## config.mk

```make
export PLATFORM = sky130hd
export DESIGN_NAME = counter_run_ctrl_flat
export DESIGN_NICKNAME = d
export VERILOG_FILES = /design/src/rtl/counter_run_ctrl_if.sv /design/src/rtl/counter_run_ctrl.sv /design/src/flat_wrapper.sv
export SDC_FILE = /design/constraint.sdc
export NUM_CORES = 1
export LEC_CHECK = 0
export ABC_AREA = 1
export CAP_MARGIN = 10
export CORE_ASPECT_RATIO = 0.5
export CORE_MARGIN = 8
export CORE_UTILIZATION = 48
export CTS_BUF_LIST = sky130_fd_sc_hd__clkbuf_4
export DETAILED_ROUTE_END_ITERATION = 12
export PLACE_DENSITY = 0.8
export SLEW_MARGIN = 25
export SYNTH_ARGS = -nofsm -noshare
export SYNTH_HDL_FRONTEND = slang
export SYNTH_SLANG_ARGS = --single-unit
```

## constraint.sdc

```tcl
create_clock -name clock -period 2.4 [get_ports clock]
set_input_delay 0.6 -clock clock [delete_from_list [all_inputs] [get_ports clock]]
set_output_delay 0.6 -clock clock [all_outputs]
set_load 0.01 [all_outputs]
```

## src/rtl/counter_run_ctrl_if.sv

```systemverilog
// counter_run_ctrl_if: control, status and counter-feedback bundle for the run controller.
// Latency: wires only, no state.
// Backpressure: none; every field is a level or single-cycle pulse.
//
// Ports (from the controller's point of view, modport slave):
//   in  start, stop, pause, periodic, period[WIDTH], counting[WIDTH]
//   out cnt_en, cnt_clr, tick, busy, done, start_err, tick_count[TCNT_W]
interface counter_run_ctrl_if #(
  parameter int WIDTH  = 32,
  parameter int TCNT_W = 16
);
  // Requests from software / top level
  logic              start;
  logic              stop;
  logic              pause;
  logic              periodic;
  logic [WIDTH-1:0]  period;
  // Live value fed back from the counter datapath
  logic [WIDTH-1:0]  counting;
  // Counter drive
  logic              cnt_en;
  logic              cnt_clr;
  // Status
  logic              tick;
  logic              busy;
  logic              done;
  logic              start_err;
  logic [TCNT_W-1:0] tick_count;

  // Requester side: issues commands, supplies the counter value, watches status.
  modport master (
    output start, stop, pause, periodic, period, counting,
    input  cnt_en, cnt_clr, tick, busy, done, start_err, tick_count
  );

  // Controller side.
  modport slave (
    input  start, stop, pause, periodic, period, counting,
    output cnt_en, cnt_clr, tick, busy, done, start_err, tick_count
  );
endinterface

```

## src/rtl/counter_run_ctrl.sv

```systemverilog
// counter_run_ctrl: arms and runs the external counter over a programmable period (one-shot/periodic).
// Latency: cnt_en/cnt_clr/busy/done combinational from state; tick/start_err one cycle after the event.
// Backpressure: none; pause freezes the count, stop aborts to IDLE, start is ignored while busy.
//
// Ports:
//   clock      rising-edge clock for all state
//   reset      synchronous, active-high
//   ctl        counter_run_ctrl_if.slave (start/stop/pause/periodic/period/counting in;
//              cnt_en/cnt_clr/tick/busy/done/start_err/tick_count out)
module counter_run_ctrl #(
  parameter int WIDTH  = 32,
  parameter int TCNT_W = 16
) (
  input  logic              clock,
  input  logic              reset,
  counter_run_ctrl_if.slave ctl
);

  typedef enum logic [2:0] {
    S_IDLE = 3'd0,
    S_ARM  = 3'd1,
    S_RUN  = 3'd2,
    S_HOLD = 3'd3,
    S_DONE = 3'd4
  } state_t;

  localparam logic [WIDTH-1:0]  PER_ONE = {{(WIDTH-1){1'b0}}, 1'b1};
  localparam logic [TCNT_W-1:0] TC_ONE  = {{(TCNT_W-1){1'b0}}, 1'b1};
  localparam logic [TCNT_W-1:0] TC_MAX  = {TCNT_W{1'b1}};

  state_t            state_q;
  state_t            state_d;
  logic [WIDTH-1:0]  period_q;
  logic              periodic_q;
  logic              tick_q;
  logic              start_err_q;
  logic [TCNT_W-1:0] tick_count_q;

  logic              cnt_en;
  logic              cnt_clr;
  logic              startable;
  logic              start_ok;
  logic              start_bad;
  logic              expire;
  logic              tick_fire;

  // start is only looked at when nothing is running; stop beats it.
  assign startable = (state_q == S_IDLE) || (state_q == S_DONE);
  assign start_ok  = startable && ctl.start && !ctl.stop && (ctl.period != '0);
  assign start_bad = startable && ctl.start && !ctl.stop && (ctl.period == '0);

  // period_q is never zero while in RUN, so period_q-1 cannot underflow here.
  assign expire    = (state_q == S_RUN) && (ctl.counting == (period_q - PER_ONE));
  // A stop on the expiry cycle swallows the expiry entirely.
  assign tick_fire = expire && !ctl.stop;

  // Next state and counter drive.
  always_comb begin
    state_d = state_q;
    cnt_en  = 1'b0;
    cnt_clr = 1'b0;

    case (state_q)
      S_IDLE, S_DONE: begin
        if (start_ok) begin
          state_d = S_ARM;
        end
      end

      S_ARM: begin
        cnt_clr = 1'b1;
        state_d = S_RUN;
      end

      S_RUN: begin
        cnt_en = 1'b1;
        if (expire) begin
          // Clear and enable together: the counter treats clear as dominant,
          // so the count wraps straight to 0 on the expiry edge.
          cnt_clr = 1'b1;
          if (!periodic_q) begin
            state_d = S_DONE;
          end else if (ctl.pause) begin
            state_d = S_HOLD;
          end else begin
            state_d = S_RUN;
          end
        end else if (ctl.pause) begin
          state_d = S_HOLD;
        end
      end

      S_HOLD: begin
        if (!ctl.pause) begin
          state_d = S_RUN;
        end
      end

      default: begin
        state_d = S_IDLE;
      end
    endcase

    // stop leaves the counter exactly where it is.
    if (ctl.stop) begin
      state_d = S_IDLE;
      cnt_en  = 1'b0;
      cnt_clr = 1'b0;
    end

    // Reset silences the counter drive in the same cycle it is asserted,
    // without waiting for the state register to fall back to IDLE.
    if (reset) begin
      cnt_en  = 1'b0;
      cnt_clr = 1'b0;
    end
  end

  always_ff @(posedge clock) begin
    if (reset) begin
      state_q      <= S_IDLE;
      period_q     <= '0;
      periodic_q   <= 1'b0;
      tick_q       <= 1'b0;
      start_err_q  <= 1'b0;
      tick_count_q <= '0;
    end else begin
      state_q     <= state_d;
      tick_q      <= tick_fire;
      start_err_q <= start_bad;
      if (start_ok) begin
        period_q     <= ctl.period;
        periodic_q   <= ctl.periodic;
        tick_count_q <= '0;
      end else if (tick_fire && (tick_count_q != TC_MAX)) begin
        tick_count_q <= tick_count_q + TC_ONE;
      end
    end
  end

  assign ctl.cnt_en     = cnt_en;
  assign ctl.cnt_clr    = cnt_clr;
  assign ctl.tick       = tick_q;
  assign ctl.start_err  = start_err_q;
  assign ctl.tick_count = tick_count_q;
  assign ctl.busy       = (state_q == S_ARM) || (state_q == S_RUN) || (state_q == S_HOLD);
  assign ctl.done       = (state_q == S_DONE);

  // Sanity properties on the sequencing.
  a_idle_quiet: assert property (@(posedge clock) disable iff (reset)
    (state_q == S_IDLE) |-> (!ctl.cnt_en && !ctl.cnt_clr));

  a_hold_frozen: assert property (@(posedge clock) disable iff (reset)
    (state_q == S_HOLD) |-> (!ctl.cnt_en && !ctl.cnt_clr));

  a_arm_single: assert property (@(posedge clock) disable iff (reset)
    (state_q == S_ARM && !ctl.stop) |=> (state_q == S_RUN));

  a_stop_idle: assert property (@(posedge clock) disable iff (reset)
    ctl.stop |=> (state_q == S_IDLE));

endmodule

```

## src/flat_wrapper.sv

```systemverilog
// flat-port wrapper written by rule: the top's interface ports become plain ports
module counter_run_ctrl_flat 
#(
  parameter int WIDTH  = 32,
  parameter int TCNT_W = 16
)
  (clock, reset, ctl_start, ctl_stop, ctl_pause, ctl_periodic, ctl_period, ctl_counting, ctl_cnt_en, ctl_cnt_clr, ctl_tick, ctl_busy, ctl_done, ctl_start_err, ctl_tick_count);
  counter_run_ctrl_if #(.WIDTH(WIDTH), .TCNT_W(TCNT_W)) ctl_i ();
  input  logic clock;
  input  logic reset;
  input wire logic [$bits(ctl_i.start)-1:0] ctl_start;
  input wire logic [$bits(ctl_i.stop)-1:0] ctl_stop;
  input wire logic [$bits(ctl_i.pause)-1:0] ctl_pause;
  input wire logic [$bits(ctl_i.periodic)-1:0] ctl_periodic;
  input wire logic [$bits(ctl_i.period)-1:0] ctl_period;
  input wire logic [$bits(ctl_i.counting)-1:0] ctl_counting;
  output wire logic [$bits(ctl_i.cnt_en)-1:0] ctl_cnt_en;
  output wire logic [$bits(ctl_i.cnt_clr)-1:0] ctl_cnt_clr;
  output wire logic [$bits(ctl_i.tick)-1:0] ctl_tick;
  output wire logic [$bits(ctl_i.busy)-1:0] ctl_busy;
  output wire logic [$bits(ctl_i.done)-1:0] ctl_done;
  output wire logic [$bits(ctl_i.start_err)-1:0] ctl_start_err;
  output wire logic [$bits(ctl_i.tick_count)-1:0] ctl_tick_count;
  assign ctl_i.start = ctl_start;
  assign ctl_i.stop = ctl_stop;
  assign ctl_i.pause = ctl_pause;
  assign ctl_i.periodic = ctl_periodic;
  assign ctl_i.period = ctl_period;
  assign ctl_i.counting = ctl_counting;
  assign ctl_cnt_en = ctl_i.cnt_en;
  assign ctl_cnt_clr = ctl_i.cnt_clr;
  assign ctl_tick = ctl_i.tick;
  assign ctl_busy = ctl_i.busy;
  assign ctl_done = ctl_i.done;
  assign ctl_start_err = ctl_i.start_err;
  assign ctl_tick_count = ctl_i.tick_count;
  counter_run_ctrl #(.WIDTH(WIDTH), .TCNT_W(TCNT_W)) u_core (.clock(clock), .reset(reset), .ctl(ctl_i));
endmodule
```

* Yosys cells after proc, flatten, opt, wreduce, memory -nomap -nowiden
Index checks and enable logic that the tools add are counted.
Storage, ports and cells: bits in registers 54
Operators by class: $add $sub $neg 2, mux-type cells 14, reduce and logical (&&, ||, !) cells 18, equal/unequal tests 9
Operator list (number):
- 32-bit == test | 1
- 32-bit zero test | 1
- 32-bit nonzero test | 1
- 32-bit by 1-bit subtractor with 32-bit output, second input constant | 1
- 16-bit by 1-bit adder with 16-bit output, second input constant | 1
- 16-bit != test, second input constant | 1
- 3-bit two-way mux | 5
- 3-bit case mux with 4 select lines | 1
- 1-bit logical AND | 7
- 1-bit two-way mux | 7
- 3-bit by 2-bit == test with 1-bit output, second input constant | 2
- 2-bit OR reduction | 3
- 3-bit by 1-bit == test with 1-bit output, second input constant | 1
- 3-bit == test, second input constant | 1
- 3-bit zero test | 1
- 1-bit logical OR | 3
- 3-bit by 2-bit != test with 1-bit output, second input constant | 1
- 3-bit AND reduction | 1
- 2-bit by 1-bit != test with 1-bit output, second input constant | 1
- 2-bit != test, second input constant | 1
- 1-bit case mux with 2 select lines | 1
- 1-bit zero test | 1

* Longest topological paths before layout
Gate-level depths: netlist (run 1).
depth in word-level cells 7, mapped depth 20, depth with buffers taken out 19

* Worst setup path before layout (run 1)
OpenSTA, ideal clock, no wires.
path kind reg-to-output, from reg u_core.period_q[0], to out ctl_cnt_clr, slack -0.206 ns, stages on the path, launching flop included 17, arrival time 2.006 ns, data required time 1.800 ns, buffers on the path 0, path through dfxtp_1 -> inv_1 -> ha_1 -> nand2_4 -> nor2_8 -> nand2_2 -> inv_2 -> nand2_1 -> nand2_1 -> nand2_1 -> nand2_1 -> nand2_1 -> nor2_1 -> nand2_1 -> nor2_2 -> nand2_1 -> o21ai_0
Between the ends: cells in the longest elaborated chain, start to end 7
Ends and longest elaborated chain:
- start: declaration | RTL line counter_run_ctrl.sv:33 | logic [WIDTH-1:0] period_q;
- start signal: assignment | RTL line counter_run_ctrl.sv:132 | period_q <= ctl.period;
- 32-bit by 1-bit subtractor with 32-bit output | RTL line counter_run_ctrl.sv:53 | assign expire = (state_q == S_RUN) && (ctl.counting == (period_q - PER_ONE));
- 32-bit == test | RTL line counter_run_ctrl.sv:53
- 1-bit logical AND | RTL line counter_run_ctrl.sv:53
- 1-bit two-way mux | RTL line counter_run_ctrl.sv:77 | if (expire) begin
- 1-bit case mux with 2 select lines | RTL line counter_run_ctrl.sv:63 | case (state_q)
- 1-bit two-way mux | RTL line counter_run_ctrl.sv:105 | if (ctl.stop) begin
- 1-bit two-way mux | RTL line counter_run_ctrl.sv:113 | if (reset) begin
- end: declaration | RTL line flat_wrapper.sv:18 | output wire logic [$bits(ctl_i.cnt_clr)-1:0] ctl_cnt_clr;
Every way passes these cells.

* Worst setup path after layout (run 1)
from reg u_core.period_q[1], to out ctl_cnt_clr
The elaborated chain is that of the path after synthesis.

==> results.toml, run 1 <==
[critical_path]
rr_endpoint = "u_core.ctl.tick_count[0]"
crit_top_cell = "nand2_1"
cp-start-kind = "register"
critPathArrivalTime_ns = 2.57
cpPeakStageDelay_ns = 0.37
crit_buf_inv = 2
crit_fanout = 8
critical_path.endpoint_type = "output port"
crit_path_top_delay_cell = "dfxtp_2"
crit_chain = "inv_2, ha_4, nand2_8, nor2_8, nand4_1, nand3_2, nand2_1, nor2_1, nand2_1, nor2_4, nand2_2, o21ai_2, buf_2"
worstRegToRegCells = 19
cp-endpoint = "ctl_cnt_clr"
crit_family = "simple AND/OR/NAND/NOR gates"
r2r-start = "u_core.period_q[1]"
critPathRequiredTime_ns = 1.80
critical_path.startpoint = "u_core.period_q[1]"
path_depth = 13
critPathKind = "register to output port"
rrSetupSlack_ns = -0.57

[finish]
final_common_cell = "nand2_1"
finalNonFillerCells = 1086
drive_gt1_frac = 0.317
nNetsFinal = 1040
mostFrequentLayoutCells = "nand2_1 (178), buf_4 (150), nor2_1 (110)"
syn_to_final_growth_pct = 66.1
diodes = 0

[cts]
clk_pin_slew_worst_paths_ns = 0.17
insertion_delay_ns = 0.38
root_buffer = "clkbuf_4"
h-tree-depth = 2
cts_tree = "done"
ctsLongestPathBuffers = 2
cts.sinks = 54
hold_buffers = 0
cts_buffers = 5

[pwr]
p_leak_uw = 0.00327
ir_worst_vdd_v = 0.000314
p_per_area_mw_per_mm2 = 408

[timing]
setup_viol = 20
finClkSkew_ns = 0.0158
period_minus_slack_ns = 3.17
finalMaxSlewViolations = 0
finalHoldViolations = 0
finalWorstSetupSlack_ns = -0.766
max_slew_margin = 0.757
min_period_over_period = 1.32
tns_ns = -9.15
worst_slew_pin_slew_ns = 0.361
max_freq_mhz = 316
rsz0062_at_grt = "true"

[outcome]
status = "finished, violations left"
violations = "setup timing"

[route]
dr.pass1.iters = 5
dr_total_vias = 5597
postRouteAntennaNets = 0
initialDrtViolationCount = 467
via_per_inst = 5.15
wl_per_cell_um = 15.3
wirelength_mm = 16.6
remaining_drc_errors = 0

[floorplanning]
rows = 24
ioPinCount = 92
core_mm2 = 0.00856
die_area_mm2 = 0.0121
initial_core_util = 0.486
fp.dieH_um = 81.8
die_w_um = 148

[logic_synthesis]
synthesis.nets = 790
synth_cell_types = 32
netlist_area_mm2 = 0.00416
post_synth.cell_area_avg_um2 = 5.80
ys_seq_elements = 54
synth_seq_area_share = 0.260
syn-instance-count = 718
yosys_warnings = 0

[placement]
gp_congestion = 0.954
portBuffers = 91
dp_hpwl_mm = 12.9
dp.cells = 1059

[worst_hold_path]
min_path_type = "register to register"

[global_routing]
grt_pass1_wl_mm = 25.5
grt_max_degree = 36
grt-ovfl-total = 0
grt_usage = 0.262
grt_pass1_vias = 5296
antenna_found_initial = 0

[run]
drv_cap = 0
[Yosys cell counts (all sizes together)]
library cell,instances,area share
nand4,12,0.018
o21a,3,0.0054
nand2,208,0.19
nand3,46,0.057
nor3,6,0.0072
nor4,8,0.012
o21ai,47,0.057
and2,1,0.0015
clkinv,1,0.00090
and3,1,0.0015
dfxtp,54,0.26
inv,85,0.077
xnor2,12,0.025
nor2,157,0.17
ha,2,0.0060
buf,2,0.0045
or2,1,0.0015
clkbuf,10,0.0090
nand3b,8,0.014
o21bai,2,0.0036
a21oi,38,0.046
xor2,14,0.029
[through the flow]
step / power (uW) / util / hold WS, ns / setup WS, ns / cell area [um^2]
final: 2820 / 0.808 / 0.541 / -0.766 / 6910
after global routing: 2980 / 0.808 / 0.567 / -0.837 / 6910
after CTS: 2720 / 0.784 / 0.521 / -0.612 / 6710
after detailed placement: 2230 / 0.735 / 0.500 / -1.02 / 6290
after global placement: 2210 / 0.735 / 0.494 / -0.988 / 6290
after floorplan: 1590 / - / 0.464 / 0.0232 / 4180
[state kept, by name (all words and copies together) (netlist names)]
| register | cells |
|---|---|
| u_core.ctl.start_err | 1 |
| u_core.ctl.tick_count | 16 |
| u_core.period_q | 32 |
| u_core.periodic_q | 1 |
| u_core.state_q | 3 |
| u_core.ctl.tick | 1 |
[power breakdown]
part | total [uW] | switching (uW) | internal (uW)
clock network | 418 | 303 | 115
logic | 1390 | 715 | 679
registers | 1010 | 63.0 | 943
total | 2820 | 1080 | 1740
[worst min-delay path by stage]
stage | start | endpoint | slack, ns | depth (start not counted)
2_1_floorplan | u_core.period_q[30] | u_core.period_q[30] | 0.46 | 2
3_3_place_gp | u_core.ctl.tick_count[3] | u_core.ctl.tick_count[3] | 0.49 | 2
3_5_place_dp | u_core.ctl.tick_count[8] | u_core.ctl.tick_count[8] | 0.50 | 2
4_1_cts | u_core.ctl.tick_count[8] | u_core.ctl.tick_count[8] | 0.52 | 2
5_1_grt | u_core.ctl.tick_count[8] | u_core.ctl.tick_count[8] | 0.57 | 2
6_report | u_core.ctl.tick_count[8] | u_core.ctl.tick_count[8] | 0.54 | 2
[worst reg2reg max path, delay by kind of cell (launching register included)]
family,cells,cell delay (ns)
compound gates,2,0.29
fa+ha+maj,1,0.19
buf+inv,6,0.95
flops,1,0.37
simple gates,10,1.13
[timing repair]
action                     in CTS  in global routing
pin swaps                      30                 17
buffers inserted               12                  8
setup endpoints to repair      21                 22
gates cloned                    0                  0
gates resized for setup        88                 51
[per-layer routing]
| metal | wire length (um) | GRT usage |
|---|---|---|
| met1 | 7360 | 0.340 |
| met2 | 7410 | 0.434 |
| met3 | 1680 | 0.0704 |
| met4 | 167 | 0.0535 |
| met5 | 0 | 0 |
[cells by family after synthesis]
kind of cell,synth area share
AOI/OAI and AO/OA,0.112
and+or+nand+nor,0.476
adders and majority gates,0.00601
DFF,0.260
buffers and inverters,0.0911
xor gates and xnor gates,0.0547
[area by class of cell]
class / count / area [um^2]
clock buffer: 5 / 37.5
sequential: 54 / 1110
inverter: 86 / 327
timing repair buffer: 255 / 2220
tap: 117 / 146
clock inverter: 3 / 21.3
multi-input combinational: 566 / 3050
fill: 614 / 1650
No activity file was read; power rests on OpenSTA's default activity.
==> inputs of run 2 (changes only) <==
PLACE_DENSITY = 0.89   (was 0.8)
==> run 2 against run 1 <==
Against the previous run: the flow still finishes with violations (setup timing); via count rose by 7.4%; core utilization rose by 1.4 points; die area unchanged; worst setup slack got worse by 0.040 ns; critical path type unchanged; register-to-register slack worse by 0.21 ns; count of clock-buffer cells in the layout did not move.
==> results.toml, run 2 (synthesis gave the netlist of run 1 again) <==
[global_routing]
grt_pass1_vias = 5373
grt_max_degree = 35
antenna_found_initial = 0
grt-ovfl-total = 0
grt_pass1_wl_mm = 26.1
grt_usage = 0.269

[cts]
root_buffer = "clkbuf_4"
cts_tree = "done"
cts.sinks = 54
clk_pin_slew_worst_paths_ns = 0.18
h-tree-depth = 2
ctsLongestPathBuffers = 2
insertion_delay_ns = 0.42
cts_buffers = 5

[floorplanning]
die_area_mm2 = 0.0121
fp.dieH_um = 81.8
rows = 24
ioPinCount = 92
core_mm2 = 0.00856
die_w_um = 148
initial_core_util = 0.486

[critical_path]
r2r-start = "u_core.period_q[1]"
crit_chain = "inv_4, ha_4, nand2_8, nor2_8, buf_4, nand2_1, nand2_1, nand2_1, inv_1, nor2_1, nand2_1, nor2_2, nand2_2, nor2_4, nand2_2, o21ai_2, buf_2"
crit_fanout = 6
cpPeakStageDelay_ns = 0.41
cp-endpoint = "ctl_cnt_clr"
critical_path.endpoint_type = "output port"
rr_endpoint = "u_core.ctl.tick_count[8]"
rrSetupSlack_ns = -0.78
critPathArrivalTime_ns = 2.61
worstRegToRegCells = 27
critPathKind = "register to output port"
crit_top_cell = "nand2_1"
crit_path_top_delay_cell = "dfxtp_4"
critPathRequiredTime_ns = 1.80
critical_path.startpoint = "u_core.period_q[1]"
cp-start-kind = "register"

[finish]
fin_util = 0.822
largest_reg_flops = 32
largest_register = "u_core.period_q"
drive_gt1_frac = 0.334
mostFrequentLayoutCells = "nand2_1 (167), buf_4 (154), nor2_1 (109)"
diodes = 0
nNetsFinal = 1049
n_fill_cell = 532
final_common_cell = "nand2_1"
syn_to_final_growth_pct = 69.0

[pwr]
p_per_area_mw_per_mm2 = 416
p_leak_uw = 0.00331
power.total_uw = 2930
ir_worst_vdd_v = 0.000445

[timing]
min_period_over_period = 1.34
finalWorstSetupSlack_ns = -0.806
finalMaxSlewViolations = 0
rsz0062_at_grt = "true"
period_minus_slack_ns = 3.21
max_freq_mhz = 312
finalHoldViolations = 0
finClkSkew_ns = 0.0310
max_slew_margin = 0.700
setup_viol = 20
worst_slew_pin_slew_ns = 0.446
tns_ns = -12.99

[route]
dr.pass1.iters = 6
dr_total_vias = 6013
wirelength_mm = 19.3
remaining_drc_errors = 0
postRouteAntennaNets = 0
initialDrtViolationCount = 518
wl_per_cell_um = 17.6
via_per_inst = 5.49

[placement]
portBuffers = 91
gp_congestion = 0.967
dp_hpwl_mm = 13.1

[outcome]
status = "finished, violations left"
violations = "setup timing"

[worst_hold_path]
min_path_type = "register to register"

[run]
drv_cap = 0
-- run 2: how the worst min path moves through the flow --
stage	start	endpoint	slack [ns]	depth (start not counted)
final	u_core.ctl.tick_count[8]	u_core.ctl.tick_count[8]	0.52	2
after global routing	u_core.ctl.tick_count[3]	u_core.ctl.tick_count[3]	0.54	2
after CTS	u_core.ctl.tick_count[8]	u_core.ctl.tick_count[8]	0.52	2
after detailed placement	u_core.ctl.tick_count[8]	u_core.ctl.tick_count[8]	0.50	2
after global placement	u_core.ctl.tick_count[8]	u_core.ctl.tick_count[8]	0.49	2
after floorplan	u_core.period_q[30]	u_core.period_q[30]	0.46	2
-- run 2: layer usage --
layer | track usage | vias to the layer above | part of all wire
li1 | - | 2792 | -
met1 | 0.341 | 2748 | 0.40
met2 | 0.452 | 386 | 0.45
met3 | 0.0753 | 87 | 0.12
met4 | 0.0676 | 0 | 0.036
met5 | 0 | - | 0
-- run 2: repair_timing --
action	in CTS	in global routing
pin swaps	30	34
hold buffers	0	0
buffers inserted	18	14
endpoints found under the setup margin	22	21
resized for setup	62	103
cloned	0	0
-- run 2: layout make-up --
cell class / instances / area (um^2) / area share
Multi-Input combinational cell: 566 / 3090 / 0.439
Clock inverter: 3 / 21.3 / 0.00302
Timing Repair Buffer: 264 / 2290 / 0.326
Clock buffer: 5 / 37.5 / 0.00534
Sequential cell: 54 / 1120 / 0.159
Inverter: 86 / 332 / 0.0471
Tap cell: 117 / 146 / 0.0208
-- run 2: where the power goes --
part,internal (uW),total (uW),switching [uW]
Combinational,710,1480,767
Clock,114,435,320
Sequential,942,1010,72.1
Total,1770,2930,1160
-- run 2: through the flow --
step	setup WS [ns]	area [um^2]	hold WS, ns	std cells
5_1_grt	-0.911	7030	0.542	1095
6_report	-0.806	7030	0.524	1095
2_1_floorplan	0.0232	4180	0.464	718
3_3_place_gp	-0.982	6280	0.489	1058
4_1_cts	-0.645	6640	0.524	1083
3_5_place_dp	-1.06	6280	0.503	1058
-- run 2: worst max-delay path: cells and delay by family (launching register included) --
family,cells,cell delay [ns]
buf+inv,4,0.41
compound gates,1,0.12
flops,1,0.41
fa+ha+maj,1,0.18
simple gates,11,1.07
==> inputs of run 3 (changes only) <==
PLACE_DENSITY = 0.83   (was 0.89)
REMOVE_ABC_BUFFERS = 1   (was not set)
==> run 3 against run 2 <==
Against the previous run: the run still ends with setup timing left; non-clock buffer count decreased by 9; sequential power hardly changed; clock skew decreased by 0.024 ns; maximum frequency shrank 0.37%; register-to-register slack improved by 0.04 ns; combinational power decreased by 3%; final area shrank 1.4%; wire length is 14% lower; global-route usage shrank 1.4 points; largest power group unchanged.
==> results.toml, run 3 (synthesis gave the netlist of run 1 again) <==
[cts]
hold_buffers = 0
clk_pin_slew_worst_paths_ns = 0.17
insertion_delay_ns = 0.42
h-tree-depth = 2
cts.sinks = 54
cts_buffers = 5
cts_tree = "done"
ctsLongestPathBuffers = 2
root_buffer = "clkbuf_4"

[timing]
period_minus_slack_ns = 3.22
finalWorstSetupSlack_ns = -0.818
rsz0062_at_grt = "true"
finClkSkew_ns = 0.00698
finalMaxSlewViolations = 0
max_freq_mhz = 311
finalHoldViolations = 0
min_period_over_period = 1.34
hold_ws_ns = 0.499
max_slew_margin = 0.750
worst_slew_pin_slew_ns = 0.372
setup_viol = 20

[floorplanning]
ioPinCount = 92
core_mm2 = 0.00856
fp.dieH_um = 81.8
rows = 24
die_area_mm2 = 0.0121
initial_core_util = 0.486
die_w_um = 148

[pwr]
p_leak_uw = 0.00326
power.total_uw = 2870
ir_worst_vdd_v = 0.000257
p_per_area_mw_per_mm2 = 415

[route]
remaining_drc_errors = 0
wirelength_mm = 16.6
dr.pass1.iters = 7
initialDrtViolationCount = 558
postRouteAntennaNets = 0
via_per_inst = 5.29
dr_total_vias = 5750
wl_per_cell_um = 15.3

[placement]
dp.cells = 1043
dp_hpwl_mm = 11.7
placed_area_mm2 = 0.00617
gp_congestion = 0.979
portBuffers = 91

[critical_path]
critPathKind = "register to output port"
critPathArrivalTime_ns = 2.62
crit_fanout = 3
critPathRequiredTime_ns = 1.80
cp-start-kind = "register"
critical_path.endpoint_type = "output port"

[global_routing]
grt-ovfl-total = 0
grt_pass1_vias = 5462
grt_pass1_wl_mm = 24.9
grt_usage = 0.255
antenna_found_initial = 1
grt_max_degree = 42

[run]
drv_cap = 0

[finish]
n_fill_cell = 592
mostFrequentLayoutCells = "nand2_1 (179), buf_4 (142), nor2_1 (113)"
final_common_cell = "nand2_1"
finalNonFillerCells = 1087
largest_register = "u_core.period_q"
drive_gt1_frac = 0.294
largest_reg_flops = 32
syn_to_final_growth_pct = 66.6
fin_area_mm2 = 0.00693
nNetsFinal = 1041

[outcome]
violations = "setup timing"
status = "finished, violations left"

[worst_hold_path]
min_path_type = "register to register"
==> run 3: routing by layer <==
metal	vias to the layer above	part of all wire	global-route usage
met5	-	0	0
met2	284	0.50	0.475
met4	0	0.036	0.125
met3	59	0.065	0.0495
li1	2776	-	-
met1	2631	0.40	0.283
==> run 3: worst paths after layout <==
kind | slack [ns] | endpoint | from | cells after the start
max | -0.82 | ctl_cnt_clr | u_core.period_q[12] | 15
min | 0.50 | u_core.ctl.tick_count[8] | u_core.ctl.tick_count[8] | 2
max reg2reg | -0.74 | u_core.ctl.tick_count[8] | u_core.period_q[12] | 25
min reg2reg | 0.50 | u_core.ctl.tick_count[8] | u_core.ctl.tick_count[8] | 2
==> run 3: worst max-delay path, stage by stage, from the launching register on <==
cell,delay [ns]
dfxtp_1,0.39
nor2_1,0.19
nand2_1,0.14
nor2_4,0.18
buf_4,0.14
nand3_1,0.08
nand2_1,0.10
nand2_1,0.06
nand2_1,0.09
nand2_1,0.10
nor2_2,0.14
nand2_2,0.08
nor2_4,0.16
nand2_2,0.09
o21ai_2,0.13
buf_2,0.15
==> run 3: area by class of cell <==
cell class,count,area [um^2],share of cell area
sequential,54,1100,0.159
clock inverter,2,13.8,0.00199
antenna,1,2.50,0.000361
inverter,86,338,0.0487
multi-input combinational,567,3040,0.439
timing repair buffer,255,2250,0.325
tap,117,146,0.0211
clock buffer,5,37.5,0.00541
==> run 3: power breakdown <==
| part | total, uW | switching [uW] | internal (uW) |
|---|---|---|---|
| Combinational | 1440 | 745 | 694 |
| Sequential | 992 | 53.2 | 939 |
| Clock | 443 | 332 | 112 |
==> run 3: timing repair <==
| action | in CTS | in global routing |
|---|---|---|
| setup endpoints to repair | 22 | 24 |
| buffers inserted | 38 | 13 |
| gates cloned | 1 | 0 |
| gates resized for setup | 72 | 76 |
| pin swaps | 31 | 48 |
==> run 3: metrics by stage <==
stage	util	setup TNS [ns]	worst slack [ns]
after detailed placement	0.721	-15.95	-1.17
after CTS	0.779	-10.99	-0.751
final	0.810	-12.43	-0.818
after global placement	0.721	-14.88	-1.12
after global routing	0.810	-14.73	-0.902
after floorplan	-	-1.11	-0.206
